[config.mk]
export PLATFORM = sky130hd
export DESIGN_NAME = key_led_ctrl
export DESIGN_NICKNAME = d
export VERILOG_FILES = /design/src/rtl/key_led_defs.sv /design/src/rtl/key_debounce.sv /design/src/rtl/key_led_ctrl.sv
export SDC_FILE = /design/constraint.sdc
export NUM_CORES = 1
export LEC_CHECK = 0
export CORE_MARGIN = 2
export CORE_UTILIZATION = 52
export DETAILED_ROUTE_END_ITERATION = 7
export PLACE_DENSITY = 0.83
export SYNTH_ARGS = -nofsm -noshare
export SYNTH_HDL_FRONTEND = slang
export SYNTH_SLANG_ARGS = --single-unit
[constraint.sdc]
create_clock -name sys_clk -period 1.8 [get_ports sys_clk]
set_input_delay 0.36 -clock sys_clk [delete_from_list [all_inputs] [get_ports sys_clk]]
set_output_delay 0.36 -clock sys_clk [all_outputs]
set_load 0.02 [all_outputs]
[src/rtl/key_led_defs.sv]
// Shared mode encodings and mode-sequencing helpers for the key-driven LED controller.
package key_led_defs;

    localparam int unsigned MODE_W = 2;

    typedef enum logic [MODE_W-1:0] {
        MODE_OFF  = 2'd0,
        MODE_ON   = 2'd1,
        MODE_SLOW = 2'd2,
        MODE_FAST = 2'd3
    } mode_e;

    // OFF -> ON -> SLOW -> FAST -> OFF; the 2-bit increment wraps naturally.
    function automatic mode_e next_mode(input mode_e m);
        return mode_e'(MODE_W'(m) + MODE_W'(1));
    endfunction

    // LED level taken on the edge a mode is entered.
    function automatic logic entry_led(input mode_e m);
        return (m != MODE_OFF);
    endfunction

endpackage

[src/rtl/key_debounce.sv]
// Two-flop synchronizer, counter-based debounce and one-cycle press strobe for an active-low key.
module key_debounce #(
    parameter logic [19:0] DEB_MAX = 20'd999_999
) (
    input  logic sys_clk,
    input  logic sys_rst,
    input  logic key_in,
    output logic key_pulse
);

    localparam int unsigned DEB_W = $clog2(32'(DEB_MAX) + 32'd1);

    logic             sync1_q, sync1_d;
    logic             sync2_q, sync2_d;
    logic             deb_q, deb_d;
    logic [DEB_W-1:0] deb_cnt_q, deb_cnt_d;
    logic             pulse_q, pulse_d;

    always_ff @(posedge sys_clk) begin
        if (sys_rst) begin
            sync1_q   <= 1'b1;
            sync2_q   <= 1'b1;
            deb_q     <= 1'b1;
            deb_cnt_q <= '0;
            pulse_q   <= 1'b0;
        end else begin
            sync1_q   <= sync1_d;
            sync2_q   <= sync2_d;
            deb_q     <= deb_d;
            deb_cnt_q <= deb_cnt_d;
            pulse_q   <= pulse_d;
        end
    end

    // Accept a new level only after DEB_MAX consecutive mismatching edges; strobe on press only.
    always_comb begin
        sync1_d   = key_in;
        sync2_d   = sync1_q;
        deb_d     = deb_q;
        deb_cnt_d = '0;
        pulse_d   = 1'b0;
        if (sync2_q != deb_q) begin
            if (deb_cnt_q == DEB_W'(DEB_MAX - 20'd1)) begin
                deb_d   = sync2_q;
                pulse_d = deb_q & ~sync2_q;
            end else begin
                deb_cnt_d = deb_cnt_q + DEB_W'(1);
            end
        end
    end

    assign key_pulse = pulse_q;

endmodule

[src/rtl/key_led_ctrl.sv]
// Push-button cycled LED controller: OFF, steady ON, slow blink, fast blink.
module key_led_ctrl
    import key_led_defs::*;
#(
    parameter logic [19:0] DEB_MAX   = 20'd999_999,
    parameter logic [24:0] SLOW_HALF = 25'd24_999_999,
    parameter logic [24:0] FAST_HALF = 25'd4_999_999
) (
    input  logic              sys_clk,
    input  logic              sys_rst,
    input  logic              key1,
    output logic              led_out,
    output logic [MODE_W-1:0] mode,
    output logic              key_pulse
);

    localparam int unsigned HALF_MAX = (32'(SLOW_HALF) > 32'(FAST_HALF)) ? 32'(SLOW_HALF)
                                                                         : 32'(FAST_HALF);
    localparam int unsigned BLK_W    = $clog2(HALF_MAX + 32'd1);

    mode_e            mode_q, mode_d;
    logic             led_q, led_d;
    logic [BLK_W-1:0] blk_cnt_q, blk_cnt_d;
    logic [BLK_W-1:0] half_m1;
    logic             press;

    key_debounce #(
        .DEB_MAX (DEB_MAX)
    ) u_key_debounce (
        .sys_clk   (sys_clk),
        .sys_rst   (sys_rst),
        .key_in    (key1),
        .key_pulse (press)
    );

    always_ff @(posedge sys_clk) begin
        if (sys_rst) begin
            mode_q    <= MODE_OFF;
            led_q     <= 1'b0;
            blk_cnt_q <= '0;
        end else begin
            mode_q    <= mode_d;
            led_q     <= led_d;
            blk_cnt_q <= blk_cnt_d;
        end
    end

    assign half_m1 = (mode_q == MODE_SLOW) ? BLK_W'(SLOW_HALF - 25'd1)
                                           : BLK_W'(FAST_HALF - 25'd1);

    // Mode sequencing and blink; an accepted press overrides a same-cycle blink toggle.
    always_comb begin
        mode_d    = mode_q;
        led_d     = led_q;
        blk_cnt_d = '0;
        unique case (mode_q)
            MODE_OFF: led_d = 1'b0;
            MODE_ON:  led_d = 1'b1;
            MODE_SLOW, MODE_FAST: begin
                if (blk_cnt_q == half_m1) begin
                    led_d = ~led_q;
                end else begin
                    blk_cnt_d = blk_cnt_q + BLK_W'(1);
                end
            end
            default: led_d = 1'b0;
        endcase
        if (press) begin
            mode_d    = next_mode(mode_q);
            led_d     = entry_led(next_mode(mode_q));
            blk_cnt_d = '0;
        end
    end

    assign led_out   = led_q;
    assign mode      = mode_q;
    assign key_pulse = press;

endmodule
# [After elaboration in Yosys (flattened, before gate mapping)]
# Cells that the tools add are included.
[word_totals] reg_bits=52 out_inout_bits=4 elab_cells=35
[classes] reduce_logical=7 n_addsub=3 muxes=4 bitwise=6 n_eq_ne=7
[ops] operator="$add A25 B1 Y25 const B" count=1
[ops] operator="$eq A25 B25 Y1" count=1
[ops] operator="$mux W25" count=1
[ops] operator="$add A20 B1 Y20 const B" count=1
[ops] operator="$eq A20 B20 Y1 const B" count=1
[ops] operator="$reduce_or A3 Y1" count=2
[ops] operator="$not A1 Y1" count=5
[ops] operator="$eq A2 B2 Y1 const B" count=2
[ops] operator="$reduce_or A4 Y1" count=1
[ops] operator="$ne A3 B2 Y1 const B" count=1
[ops] operator="$pmux W1 S3" count=1
[ops] operator="$add A2 B1 Y2 const B" count=1
[ops] operator="$eq A2 B1 Y1 const B" count=1
[ops] operator="$logic_not A2 Y1" count=1
[ops] operator="$mux W1" count=2
[ops] operator="$reduce_and A2 Y1" count=1
[ops] operator="$reduce_bool A2 Y1" count=1
[ops] operator="$reduce_or A2 Y1" count=1
[ops] operator="$and A1 B1 Y1" count=1
[ops] operator="$ne A1 B1 Y1" count=1

# [Logic depth before layout (Yosys ltp)]
[depth] word_depth=6 depth_mapped=7 ltp_nobuf=6

# [Modules after synthesis]
# From an unflattened synthesis, not the netlist that was laid out.
[unflattened] cells_unflattened=268 area_unflattened_um2=2436.1
[by_module_without_submodules] mod="key_led_ctrl" area_per_inst_um2=1363.8 instances=1 seq_area_each_um2=560.5 cells_each=149
[by_module_without_submodules] mod="key_debounce" area_per_inst_um2=1072.3 instances=1 seq_area_each_um2=480.5 cells_each=119

# [Worst setup path after synthesis]
# OpenSTA, ideal clock, no wires.
[synth_timing] kind="reg-to-reg" start="reg blk_cnt_q[12]" end="reg blk_cnt_q[24]" setup_time_ns=0.086 slack_ns=-0.197 stages_incl_launch_ff=7 n_path_buf=2 required_time_ns=1.714 t_arrival_ns=1.911 path_cell_list="dfxtp_1 buf_2 nand4_2 or4_1 buf_2 or4_1 a211oi_1"
[synth_via] elab_chain_cells=2
[synth_rtl] element="from (decl)" line="key_led_ctrl.sv:23" rtl="logic [BLK_W-1:0] blk_cnt_q, blk_cnt_d;"
[synth_rtl] element="from (signal assigned)" line="key_led_ctrl.sv:44" rtl="blk_cnt_q <= blk_cnt_d;"
[synth_rtl] element="parallel branches: the longest is 2 deep, another holds $add A25 B1 Y25"
# Parallel ways; which one is timed is not known.
# A chain may end at the register's enable or synchronous reset.

# [Final worst setup path]
[layout_timing] start="reg blk_cnt_q[10]" end="reg blk_cnt_q[23]"
# Same word-level chain as after synthesis.

==> impl_results.md <==
* # nets final at about 340
* Cell family with most CP delay: simple AND/OR/NAND/NOR gates
* Hold Path Class: register to register
* Mapped Nets at 295
* Via/cell ratio at between 6 and 7
* Remaining antenna violation count at 0
* DP HPWL at about 4100 um
* CTS Buffer Depth at 2
* Critical-path top delay cell: or4_4
* Status: finished, final reports clean
* Crit Path Class: register to register
* Final worst path period share at 0.989
* H-tree depth at 2
* Die W at approximately 73 um
* Placed cells at roughly 370
* Leak at 1.04 nW
* Number of global-route vias before repair at ~2200
* Placer Congestion at just over 0.8
* Syn Inst Count at between 200 and 300
* Post-synth EDFFs at 0
* Die area at approximately 5400 um^2
* RSZ-0062 raised after global routing: yes
* Input/output buffers at 6
* Clock sinks at 52
* Synth Area in Adders at 0.0351
* CP Cell Sequence: nand2_2 -> or4_4 -> or4_4 -> a211oi_2
* Fraction of layout cells with a size suffix above 1 at 0.294
* Distinct cells, synth at 38
* Endpoint type of the worst setup path: register
* Crit path time final at between 1500 and 2000 ps
* GRT Resource Usage Total at 0.239
* Ys flop type: dfxtp_1
* Internal reg-to-reg setup slack at roughly 20 ps
* Combinational family with the most area after synthesis: simple AND/OR/NAND/NOR gates
* Routed wire per std cell at 15.4 um
* Crit path capture: blk_cnt_q[23]
* Root Driver: clkbuf_8
* I/O Pins at 7
* Antenna violations before repair at 0
* Hold Fails Final Rpt at 0
* Reg clk slew, reported paths at about 100 ps
* Total Power at around 2 mW
* Area of the multi-input gates at between 1000 and 1500 um^2
* Max-Cap Viols at 0
* Clock buffer count from CTS at 5
* Ant diodes at 0
* Clk_lat worst skew at between 300 and 400 ps
* Drt pass-1 iters at 4
* Crit Path Max Fanout at 7
* Chip height at between 70 and 80 um
* Core area at approximately 4700 um^2
* Final setup TNS at 0 ps
* PD cells at 628 nW/um^2
* Initial core utilization at 0.535
* Area leader, netlist: dfxtp_1
* Crit path buf inv count at 0
* DR iter-0 viols at ~150
* Synth-to-layout area growth at 27.6%
* FF-to-FF path depth at 4
* Mapped Area at approximately 2500 um^2
* Register area share after synthesis at 0.417
* GRT overflow at 0
* Critical Path RT at approximately 2100 ps
* Complex-gate fraction of the synthesized area at 0.123
* Fin util at 0.683
* GRT met2 Usage at 0.408
* Top area cells in the synthesized netlist: dfxtp_1, xor2_1, nand4_1
* Setup slack after layout at 19.7 ps
* Met1 usage at 0.275
* First-pass GRT wire length at 9790 um
* Vias after detailed routing at ~2300
* Max rail drop VDD at 0.000539 V
* Row count at 25
* Worst rel slew slack at 0.749
* Met3 Use GR at 0.0535
* Post-synthesis mux area share at 0.00802
* Fill count at about 330
* Simple-Gate Fraction of Synth Area at 0.293
* Largest net degree at the start of global routing at 21
* Clk_skew at around 5.3 ps
* Share of the synthesized area in the top cell type at 0.417
* Startpoint types: register
* Dpl ws at -48.4 ps
* Crit path DAT at between 2000 and 2500 ps
* Max-slew violations at 0
* Storage cell area at about 1100 um^2
* WL final at a little under 6000 um
* Syn Area/Cell at about 8.8 um^2
* Max Freq at between 0.5 and 0.6 GHz
* Worst slew pin tran at 373 ps
* Ys Warns at 0
* Setup crit start: blk_cnt_q[10]
* Finished Layout Cells at roughly 380
* # setup viols final at 0
* Reg-to-reg startpoint: blk_cnt_q[10]
* CTS tree: yes
* # hold bufs at CTS at 0
* Slowest cell delay on critical path at slightly below 600 ps
* Reg2reg end: blk_cnt_q[23]
* Post-Synth XOR/XNOR Area at 0.0807
* Critical path depth in cells at 4
* GRT busiest layer: met2
* DRC at 0
* Yosys reg bits at between 50 and 60
* Critical Path Most Common Cell: or4_4
* Async S/R FF share, synth at 0
cell usage after synthesis (all sizes together) (2+ instances only):
cell type / count
nand4: 17
o31ai: 10
nand2: 15
nor4bb: 3
clkbuf: 13
o21ai: 10
nor4: 6
ha: 7
nor2: 16
buf: 2
or4: 11
and4: 5
or3: 10
a211oi: 11
xnor2: 10
mux2i: 2
nand3: 13
inv: 13
dfxtp: 52
a21oi: 10
xor2: 13
and3: 3
nor3: 19
or2: 4
cell type report:
type,instances,share of cell area
Clock buffer,6,0.0228
Clock inverter,2,0.0122
Inverter,13,0.0153
Multi-Input combinational cell,205,0.461
Sequential cell,52,0.338
Tap cell,54,0.0212
Timing Repair Buffer,52,0.129
cells in the final DEF, fill, tap and decap left out, drive strengths merged, types with 2 or more instances in the layout:
cell type and n:
ha 7, nor2 16, o31ai 10, clkdlybuf4s50 5, or3 10, nor4bb 3
nor4 6, clkbuf 6, a21oi 10, mux2i 2, a211oi 11, xnor2 10
or2 4, nand2 15, or4 11, and4 5, xor2 13, nand3 13
dfxtp 52, inv 14, nor3 19, nand4 17, o21ai 10, buf 46
and3 3
routing by layer:
layer	vias to the layer above	share of wire
met4	0	0.028
met5	-	0
met2	45	0.52
li1	1142	-
met3	17	0.033
met1	1102	0.42
cells by family after synthesis:
group / after synthesis
compound gates: 46
xor+xnor: 23
buf+inv: 28
flops: 52
fa+ha+maj: 7
mux: 2
simple gates: 127
metrics by stage:
stage                     cell area (um^2)  hold WS, ps
after floorplan                       2570          389
after global placement                2940          393
after CTS                             3070          426
after global routing                  3180          446
final                                 3180          421
after detailed placement              2940          404
where the power goes:
group	total [mW]	switching, mW	internal (mW)
Clock	0.822	0.402	0.420
Combinational	0.0298	0.0188	0.0110
Sequential	1.15	0.00127	1.15
what timing repair did:
action | in CTS | in global routing
pin swaps | 0 | 12
buffers inserted | 0 | 3
resized for setup | 6 | 21
setup endpoints to repair | 4 | 29
registers in the layout, summed over array words and instances (netlist names):
register and flops:
u_key_debounce.key_pulse 1, u_key_debounce.deb_cnt_q 20, led_out 1, blk_cnt_q 25, mode 2, u_key_debounce.deb_q 1
u_key_debounce.sync1_q 1, u_key_debounce.sync2_q 1
how the worst min path moves through the flow:
stage	startpoint	end	cells after the start
after floorplan	u_key_debounce.sync1_q	u_key_debounce.sync2_q	1
after global placement	u_key_debounce.sync1_q	u_key_debounce.sync2_q	1
after detailed placement	u_key_debounce.sync1_q	u_key_debounce.sync2_q	1
after CTS	u_key_debounce.sync1_q	u_key_debounce.sync2_q	1
after global routing	u_key_debounce.sync1_q	u_key_debounce.sync2_q	1
final	u_key_debounce.sync1_q	u_key_debounce.sync2_q	1
worst register-to-register path: stages, from the launching register on:
cell	delay, ps
dfxtp_4	380
nand2_2	60
or4_4	580
or4_4	500
a211oi_2	180
Note: power is estimated with default switching activity, not from simulation.
